==> config.mk <==
export PLATFORM = sky130hd
export DESIGN_NAME = mux_scan_sequencer_flat
export DESIGN_NICKNAME = d
export VERILOG_FILES = /design/src/rtl/mux_scan_sequencer_pkg.sv /design/src/rtl/mux_scan_sequencer_if.sv /design/src/rtl/mux_scan_sequencer_word_bit_mux.sv /design/src/rtl/mux_scan_sequencer.sv /design/src/flat_wrapper.sv
export SDC_FILE = /design/constraint.sdc
export NUM_CORES = 1
export LEC_CHECK = 0
export CAP_MARGIN = 20
export CORE_ASPECT_RATIO = 0.5
export CORE_MARGIN = 2
export CORE_UTILIZATION = 40
export CTS_CLUSTER_DIAMETER = 80
export DETAILED_ROUTE_END_ITERATION = 7
export PLACE_DENSITY = 0.68
export SLEW_MARGIN = 5
export SYNTH_ARGS = -nofsm -noshare
export SYNTH_HDL_FRONTEND = slang
export SYNTH_HIERARCHICAL = 1
export SYNTH_SLANG_ARGS = --single-unit
==> constraint.sdc <==
create_clock -name clk -period 1.8 [get_ports clk]
set_input_delay 0.27 -clock clk [delete_from_list [all_inputs] [get_ports clk]]
set_output_delay 0.27 -clock clk [all_outputs]
set_load 0.02 [all_outputs]
==> src/rtl/mux_scan_sequencer_pkg.sv <==
// Shared types and constants for the 16:1 bit-select mux scan sequencer.
// Defines the datapath widths, the FSM state encoding and the effective-count helper.
// Imported by the interface, the top level and the bit-select sub-module.
package mux_scan_sequencer_pkg;

    localparam int WIDTH = 16;  // data word width, equal to 2**SEL_W
    localparam int SEL_W = 4;   // mux select width
    localparam int CNT_W = 5;   // bit-count width, wide enough to hold WIDTH

    typedef enum logic [1:0] {
        ST_IDLE  = 2'd0,
        ST_SHIFT = 2'd1,
        ST_DONE  = 2'd2
    } state_e;

    // A count of zero, or one larger than the word, means "the whole word".
    function automatic logic [CNT_W-1:0] eff_count(input logic [CNT_W-1:0] bc);
        if ((bc == '0) || (bc > CNT_W'(WIDTH))) begin
            return CNT_W'(WIDTH);
        end
        return bc;
    endfunction

endpackage

==> src/rtl/mux_scan_sequencer_if.sv <==
// Word-in / bit-serial-out bundle of the mux scan sequencer.
// Ports: word offer (in_valid/in_ready/in_data plus start_sel, msb_first, bit_count),
//        serial stream (ser_out/ser_valid/ser_ready/ser_last) and status (sel, busy, done).
interface mux_scan_sequencer_if
    import mux_scan_sequencer_pkg::*;
#(
    parameter int P_WIDTH = WIDTH,
    parameter int P_SEL_W = SEL_W,
    parameter int P_CNT_W = CNT_W
);
    logic               in_valid;
    logic               in_ready;
    logic [P_WIDTH-1:0] in_data;
    logic [P_SEL_W-1:0] start_sel;
    logic               msb_first;
    logic [P_CNT_W-1:0] bit_count;
    logic               ser_out;
    logic               ser_valid;
    logic               ser_ready;
    logic               ser_last;
    logic [P_SEL_W-1:0] sel;
    logic               busy;
    logic               done;

    // Sequencer side.
    modport slave (
        input  in_valid, in_data, start_sel, msb_first, bit_count, ser_ready,
        output in_ready, ser_out, ser_valid, ser_last, sel, busy, done
    );

    // Producer / consumer side.
    modport master (
        output in_valid, in_data, start_sel, msb_first, bit_count, ser_ready,
        input  in_ready, ser_out, ser_valid, ser_last, sel, busy, done
    );
endinterface

==> src/rtl/mux_scan_sequencer_word_bit_mux.sv <==
// WIDTH:1 combinational bit select: bit_o = data_i[sel_i].
// Latency: combinational, zero cycles.
// Backpressure: none; pure datapath.
module word_bit_mux
    import mux_scan_sequencer_pkg::*;
#(
    parameter int P_WIDTH = WIDTH,
    parameter int P_SEL_W = SEL_W
) (
    input  logic [P_WIDTH-1:0] data_i,
    input  logic [P_SEL_W-1:0] sel_i,
    output logic               bit_o
);
    assign bit_o = data_i[sel_i];
endmodule

==> src/rtl/mux_scan_sequencer.sv <==
// Latches a word and walks a 16:1 mux select up or down (mod 16) to emit a serial bit stream.
// Latency: first bit valid one cycle after the word handshake; N bits + DONE + IDLE cycles per word.
// Backpressure: ser_ready low freezes sel, remaining count, ser_out and ser_last; in_ready only in IDLE.
module mux_scan_sequencer
    import mux_scan_sequencer_pkg::*;
(
    input  logic                  clk,
    input  logic                  rst,
    mux_scan_sequencer_if.slave   bus
);
    state_e             state_q;
    logic [WIDTH-1:0]   data_q;
    logic [SEL_W-1:0]   sel_q;
    logic               dir_q;       // 1: walk downwards
    logic [CNT_W-1:0]   rem_q;       // bits still to emit, including the one on the wire
    logic               ser_valid_q;
    logic               ser_last_q;
    logic               done_q;
    logic               busy_q;
    logic               in_ready_q;

    logic [SEL_W-1:0]   sel_d;
    logic [CNT_W-1:0]   cnt_d;
    logic               ser_bit;

    // Natural SEL_W-bit wrap gives 15->0 going up and 0->15 going down.
    assign sel_d = dir_q ? (sel_q - SEL_W'(1)) : (sel_q + SEL_W'(1));
    assign cnt_d = eff_count(bus.bit_count);

    // in_ready resets low and rises on the first edge after reset release.
    always_ff @(posedge clk or posedge rst) begin
        if (rst) begin
            state_q     <= ST_IDLE;
            data_q      <= '0;
            sel_q       <= '0;
            dir_q       <= 1'b0;
            rem_q       <= '0;
            ser_valid_q <= 1'b0;
            ser_last_q  <= 1'b0;
            done_q      <= 1'b0;
            busy_q      <= 1'b0;
            in_ready_q  <= 1'b0;
        end else begin
            case (state_q)
                ST_IDLE: begin
                    done_q     <= 1'b0;
                    in_ready_q <= 1'b1;
                    if (bus.in_valid && in_ready_q) begin
                        data_q      <= bus.in_data;
                        sel_q       <= bus.start_sel;
                        dir_q       <= bus.msb_first;
                        rem_q       <= cnt_d;
                        ser_valid_q <= 1'b1;
                        ser_last_q  <= (cnt_d == CNT_W'(1));
                        busy_q      <= 1'b1;
                        in_ready_q  <= 1'b0;
                        state_q     <= ST_SHIFT;
                    end
                end
                ST_SHIFT: begin
                    if (bus.ser_ready) begin
                        if (rem_q == CNT_W'(1)) begin
                            ser_valid_q <= 1'b0;
                            ser_last_q  <= 1'b0;
                            done_q      <= 1'b1;
                            state_q     <= ST_DONE;
                        end else begin
                            sel_q      <= sel_d;
                            rem_q      <= rem_q - CNT_W'(1);
                            ser_last_q <= (rem_q == CNT_W'(2));
                        end
                    end
                end
                ST_DONE: begin
                    done_q     <= 1'b0;
                    busy_q     <= 1'b0;
                    in_ready_q <= 1'b1;
                    state_q    <= ST_IDLE;
                end
                default: begin
                    ser_valid_q <= 1'b0;
                    ser_last_q  <= 1'b0;
                    done_q      <= 1'b0;
                    busy_q      <= 1'b0;
                    in_ready_q  <= 1'b0;
                    state_q     <= ST_IDLE;
                end
            endcase
        end
    end

    word_bit_mux #(
        .P_WIDTH (WIDTH),
        .P_SEL_W (SEL_W)
    ) u_bit_mux (
        .data_i (data_q),
        .sel_i  (sel_q),
        .bit_o  (ser_bit)
    );

    assign bus.ser_out   = ser_bit;
    assign bus.ser_valid = ser_valid_q;
    assign bus.ser_last  = ser_last_q;
    assign bus.sel       = sel_q;
    assign bus.busy      = busy_q;
    assign bus.done      = done_q;
    assign bus.in_ready  = in_ready_q;

endmodule
==> src/flat_wrapper.sv <==
// flat-port wrapper written by rule: the top's interface ports become plain ports
module mux_scan_sequencer_flat import mux_scan_sequencer_pkg::*;
  (clk, rst, bus_in_valid, bus_in_data, bus_start_sel, bus_msb_first, bus_bit_count, bus_ser_ready, bus_in_ready, bus_ser_out, bus_ser_valid, bus_ser_last, bus_sel, bus_busy, bus_done);
  mux_scan_sequencer_if bus_i ();
  input  logic clk;
  input  logic rst;
  input wire logic [$bits(bus_i.in_valid)-1:0] bus_in_valid;
  input wire logic [$bits(bus_i.in_data)-1:0] bus_in_data;
  input wire logic [$bits(bus_i.start_sel)-1:0] bus_start_sel;
  input wire logic [$bits(bus_i.msb_first)-1:0] bus_msb_first;
  input wire logic [$bits(bus_i.bit_count)-1:0] bus_bit_count;
  input wire logic [$bits(bus_i.ser_ready)-1:0] bus_ser_ready;
  output wire logic [$bits(bus_i.in_ready)-1:0] bus_in_ready;
  output wire logic [$bits(bus_i.ser_out)-1:0] bus_ser_out;
  output wire logic [$bits(bus_i.ser_valid)-1:0] bus_ser_valid;
  output wire logic [$bits(bus_i.ser_last)-1:0] bus_ser_last;
  output wire logic [$bits(bus_i.sel)-1:0] bus_sel;
  output wire logic [$bits(bus_i.busy)-1:0] bus_busy;
  output wire logic [$bits(bus_i.done)-1:0] bus_done;
  assign bus_i.in_valid = bus_in_valid;
  assign bus_i.in_data = bus_in_data;
  assign bus_i.start_sel = bus_start_sel;
  assign bus_i.msb_first = bus_msb_first;
  assign bus_i.bit_count = bus_bit_count;
  assign bus_i.ser_ready = bus_ser_ready;
  assign bus_in_ready = bus_i.in_ready;
  assign bus_ser_out = bus_i.ser_out;
  assign bus_ser_valid = bus_i.ser_valid;
  assign bus_ser_last = bus_i.ser_last;
  assign bus_sel = bus_i.sel;
  assign bus_busy = bus_i.busy;
  assign bus_done = bus_i.done;
  mux_scan_sequencer u_core (.clk(clk), .rst(rst), .bus(bus_i));
endmodule
==> results.txt <==
----------------------------------------------------
[Logic synthesis]
  Sequential element share of the synthesized area ... 45.6%
  Number of synthesized flops with an enable pin ... 0
  Distinct cell type count after synthesis ... 40
  Average size of a mapped cell ... 11.3 µm²
  Number of warnings reported in the yosys synthesis log ... 6
  Mapped Nets ... 198
  Share of async-settable or async-resettable flops after synthesis ... 100%
  Cell count after synthesis ... 161
  Synthesis-stage register bit count ... 33
  Dominant synthesized flop cell ... sky130_fd_sc_hd__dfrtp_1
  Area of the mapped netlist ... 1810 µm²

[STA]
  Slew HR ... 71.7%
  Total count of hold-check failures in the final report ... 0
  Setup repair after global routing missed its margin ... yes
  Fmax ... 525 MHz
  Shortest period the worst path allows ... 1.90 ns
  Smallest setup slack after layout ... -0.104 ns
  Final sum of negative setup slack ... -0.104 ns
  Number of max-slew violations in the final report ... 0
  Max Clock Skew ... 0.00202 ns
  Worst slew pin tran ... 0.425 ns
  Tcrit/Tclk final ... 106%
  # setup viols final ... 1

[Route]
  Wirelength, routed ... 3.97 mm
  Iteration count of the initial detailed-routing pass ... 4
  DR vias ... 1,437
  Count of routing violations after the opening detailed-route iteration ... 54
  Average via count per standard cell ... 5.02
  Final antenna-violating net count ... 0
  Wire length per cell ... 13.9 µm
  Total DRC errors in the routed layout ... 0

[Worst setup path]
  Nature of the critical path endpoint ... output pin
  Worst-path maximum fanout ... 5
  Worst Path Required ... 1.53 ns
  Worst Path Arrival ... 1.63 ns
  CP startpoint kind ... flip-flop
  Worst setup path category ... flip-flop to output pin

[Finish]
  Commonest non-fill, non-tap cells in the layout ... sky130_fd_sc_hd__clkdlybuf4s50_1, sky130_fd_sc_hd__dfrtp_1, sky130_fd_sc_hd__buf_4, sky130_fd_sc_hd__mux2_2, sky130_fd_sc_hd__nor2_1
  Area added between synthesis and finish ... 43.0%
  Ant diodes ... 0
  Number of nets in the finished design ... 265
  Number of standard cells in the final layout excluding fillers ... 286
  Filler cells ... 365
  Ratio of cells with drive above 1 in the final layout ... 30.6%
  Most common library cell in the layout ignoring fill and taps ... sky130_fd_sc_hd__clkdlybuf4s50_1

[Die]
  Starting Density ... 41.3%
  Boundary Pins ... 40
  Area inside the core boundary ... 4380 µm²
  Die Y ... 51.6 µm
  Standard-cell row count ... 17
  Chip width ... 99.2 µm
  Die footprint ... 5120 µm²

[Clocking]
  CTS Buffer Depth ... 2
  CTS H-Tree Depth ... 2
  CTS buffer count ... 5
  Clock edge transition at the registers on the reported setup and hold paths ... 0.07 ns
  CTS tree ... done
  Clock Latency Late Sink ... 0.28 ns
  Post-cts hold buffer count ... 0
  Clock Sinks ... 33
  Buffer cell driving the clock tree root ... sky130_fd_sc_hd__clkbuf_8

[Global routing]
  First-pass GRT wire length ... 6.70 mm
  Total routing resource utilization after global routing ... 16.9%
  Vias in the first global route ... 1,447
  Pin count of the biggest net entering global routing ... 34
  Grt total ovfl ... 0
  Number of antenna violations at the first check in global routing ... 0

[Place]
  Placer congestion estimate ... 0.876
  Cell count after placement ... 274
  HPWL reported at the end of detailed placement ... 2.90 mm
  Port Buf Inserts ... 39
  Worst slack at placement ... -0.277 ns

[Power]
  Share of power burned in the clock network ... 16.1%
  Leakage ... 0.00113 µW
  Net switching power ... 1620 µW
  Logic gate share of total power ... 52.8%
  Final total power ... 4490 µW
  Sequential Power Share ... 31.1%
  Total power divided by cell area ... 1730 nW/µm²
  Share of total power consumed by net switching ... 36.2%
  Maximum vdd drop ... 0.000653 V
  Internal power ... 2860 µW

[Status]
  Violated checks ... negative setup slack
  Run status ... finished with violations

[Worst hold path]
  Class of the tightest hold or removal check ... input port to asynchronous set/reset pin

[Run]
  Max-cap violations ... 0

----------------------------------------------------
[metrics by stage]
| step | cell area (µm²) | hold WS, ns | util, % |
|---|---|---|---|
| 2_1_floorplan | 1810 | 0.387 | - |
| 3_3_place_gp | 2420 | 0.477 | 55.3 |
| 3_5_place_dp | 2420 | 0.495 | 55.3 |
| 4_1_cts | 2530 | 0.389 | 57.8 |
| 5_1_grt | 2590 | 0.450 | 59.1 |
| 6_report | 2590 | 0.381 | 59.1 |
[timing repair]
item                                    CTS  global route
endpoints found under the setup margin    2            12
setup buffers                             0             4
gates resized for setup                  11             9
cloned                                    0             0
pin swaps                                 1             5
[area by class of cell]
| class | instances | area [µm²] | share of cell area [%] |
|---|---|---|---|
| multi-input combinational | 108 | 908 | 35.1 |
| clock inverter | 1 | 30.0 | 1.16 |
| tap | 57 | 71.3 | 2.75 |
| inverter | 12 | 45.0 | 1.74 |
| timing repair buffer | 68 | 622 | 24.0 |
| clock buffer | 7 | 86.3 | 3.33 |
| sequential | 33 | 828 | 32.0 |
[synthesized netlist by cell type, types with 2 or more instances]
master	count	share of area, %
sky130_fd_sc_hd__or3_1	2	0.69
sky130_fd_sc_hd__inv_1	12	2.5
sky130_fd_sc_hd__and3_1	2	0.69
sky130_fd_sc_hd__a21oi_1	10	2.8
sky130_fd_sc_hd__o22ai_1	2	0.69
sky130_fd_sc_hd__o21a_1	2	0.83
sky130_fd_sc_hd__nand3_1	4	1.1
sky130_fd_sc_hd__a21oi_2	2	0.97
sky130_fd_sc_hd__a31oi_1	2	0.69
sky130_fd_sc_hd__buf_6	2	1.2
sky130_fd_sc_hd__mux2i_1	3	1.7
sky130_fd_sc_hd__dfrtp_1	33	46
sky130_fd_sc_hd__mux4_1	4	5.8
sky130_fd_sc_hd__nand2_1	6	1.2
sky130_fd_sc_hd__nor3_1	2	0.55
sky130_fd_sc_hd__nor2_1	15	3.1
sky130_fd_sc_hd__a21o_1	2	0.83
sky130_fd_sc_hd__a311oi_1	2	0.97
sky130_fd_sc_hd__nor4bb_1	2	1.1
sky130_fd_sc_hd__mux2_2	16	9.9
sky130_fd_sc_hd__nand2b_1	2	0.69
sky130_fd_sc_hd__buf_2	4	1.1
sky130_fd_sc_hd__ha_1	6	4.1
sky130_fd_sc_hd__o21ai_0	8	2.2
[state kept, by name, summed over array words and instances (netlist names)]
signal                flops
u_core/data_q            16
u_core/rem_q              5
u_core/bus.sel            4
u_core/state_q            2
u_core/bus.busy           1
u_core/bus.done           1
u_core/bus.in_ready       1
u_core/bus.ser_last       1
u_core/bus.ser_valid      1
u_core/dir_q              1
[kinds of logic after synthesis]
family                   count (synthesis)  synth area share (%)
AND/OR/NAND/NOR                         40                  11.6
AO/OA/AOI/OAI                           37                  14.2
flip-flops                              33                  45.6
multiplexers                            23                  17.4
buffers and inverters                   20                  5.46
adder cells (fa/ha/maj)                  7                  5.25
XOR/XNOR                                 1                 0.484
[worst max-delay path, cell delays in order, from the launching register on]
cell and delay [ns]:
sky130_fd_sc_hd__dfrtp_2 0.44, sky130_fd_sc_hd__mux4_2 0.51, sky130_fd_sc_hd__mux2i_1 0.14, sky130_fd_sc_hd__mux2i_1 0.09
sky130_fd_sc_hd__buf_2 0.16
[layer usage]
| metal | share of wire, % | GRT usage (%) | vias to the layer above | routed length [µm] |
|---|---|---|---|---|
| li1 | - | - | 716 | - |
| met1 | 48 | 22.4 | 690 | 1900 |
| met2 | 47 | 27.9 | 29 | 1860 |
| met3 | 4.7 | 4.17 | 2 | 188 |
| met4 | 0.40 | 4.79 | 0 | 16 |
| met5 | 0 | 0 | - | 0 |
[final timing paths]
check	from	endpoint	slack (ns)	cells past startpoint
min reg2reg	u_core/bus.ser_valid	u_core/bus.ser_valid	0.50	1
max in group asynchronous	rst	u_core/bus.sel[0]	1.10	3
max reg2reg	u_core/rem_q[1]	u_core/bus.sel[1]	0.04	8
max	u_core/bus.sel[0]	bus_ser_out	-0.10	4
min	rst	u_core/bus.done	0.38	3
min in group clk	u_core/bus.ser_valid	u_core/bus.ser_valid	0.50	1
[power groups by stage]
| stage | sequential (µW) | clock (µW) | combinational, µW |
|---|---|---|---|
| after CTS | 1390 | 736 | 2280 |
| after floorplan | 1410 | 0 | 1400 |
| after global placement | 1370 | 0 | 2210 |
| after global routing | 1450 | 771 | 2610 |
| final | 1400 | 723 | 2370 |
| after detailed placement | 1380 | 0 | 2250 |
Power figures use the tool's default switching activity.
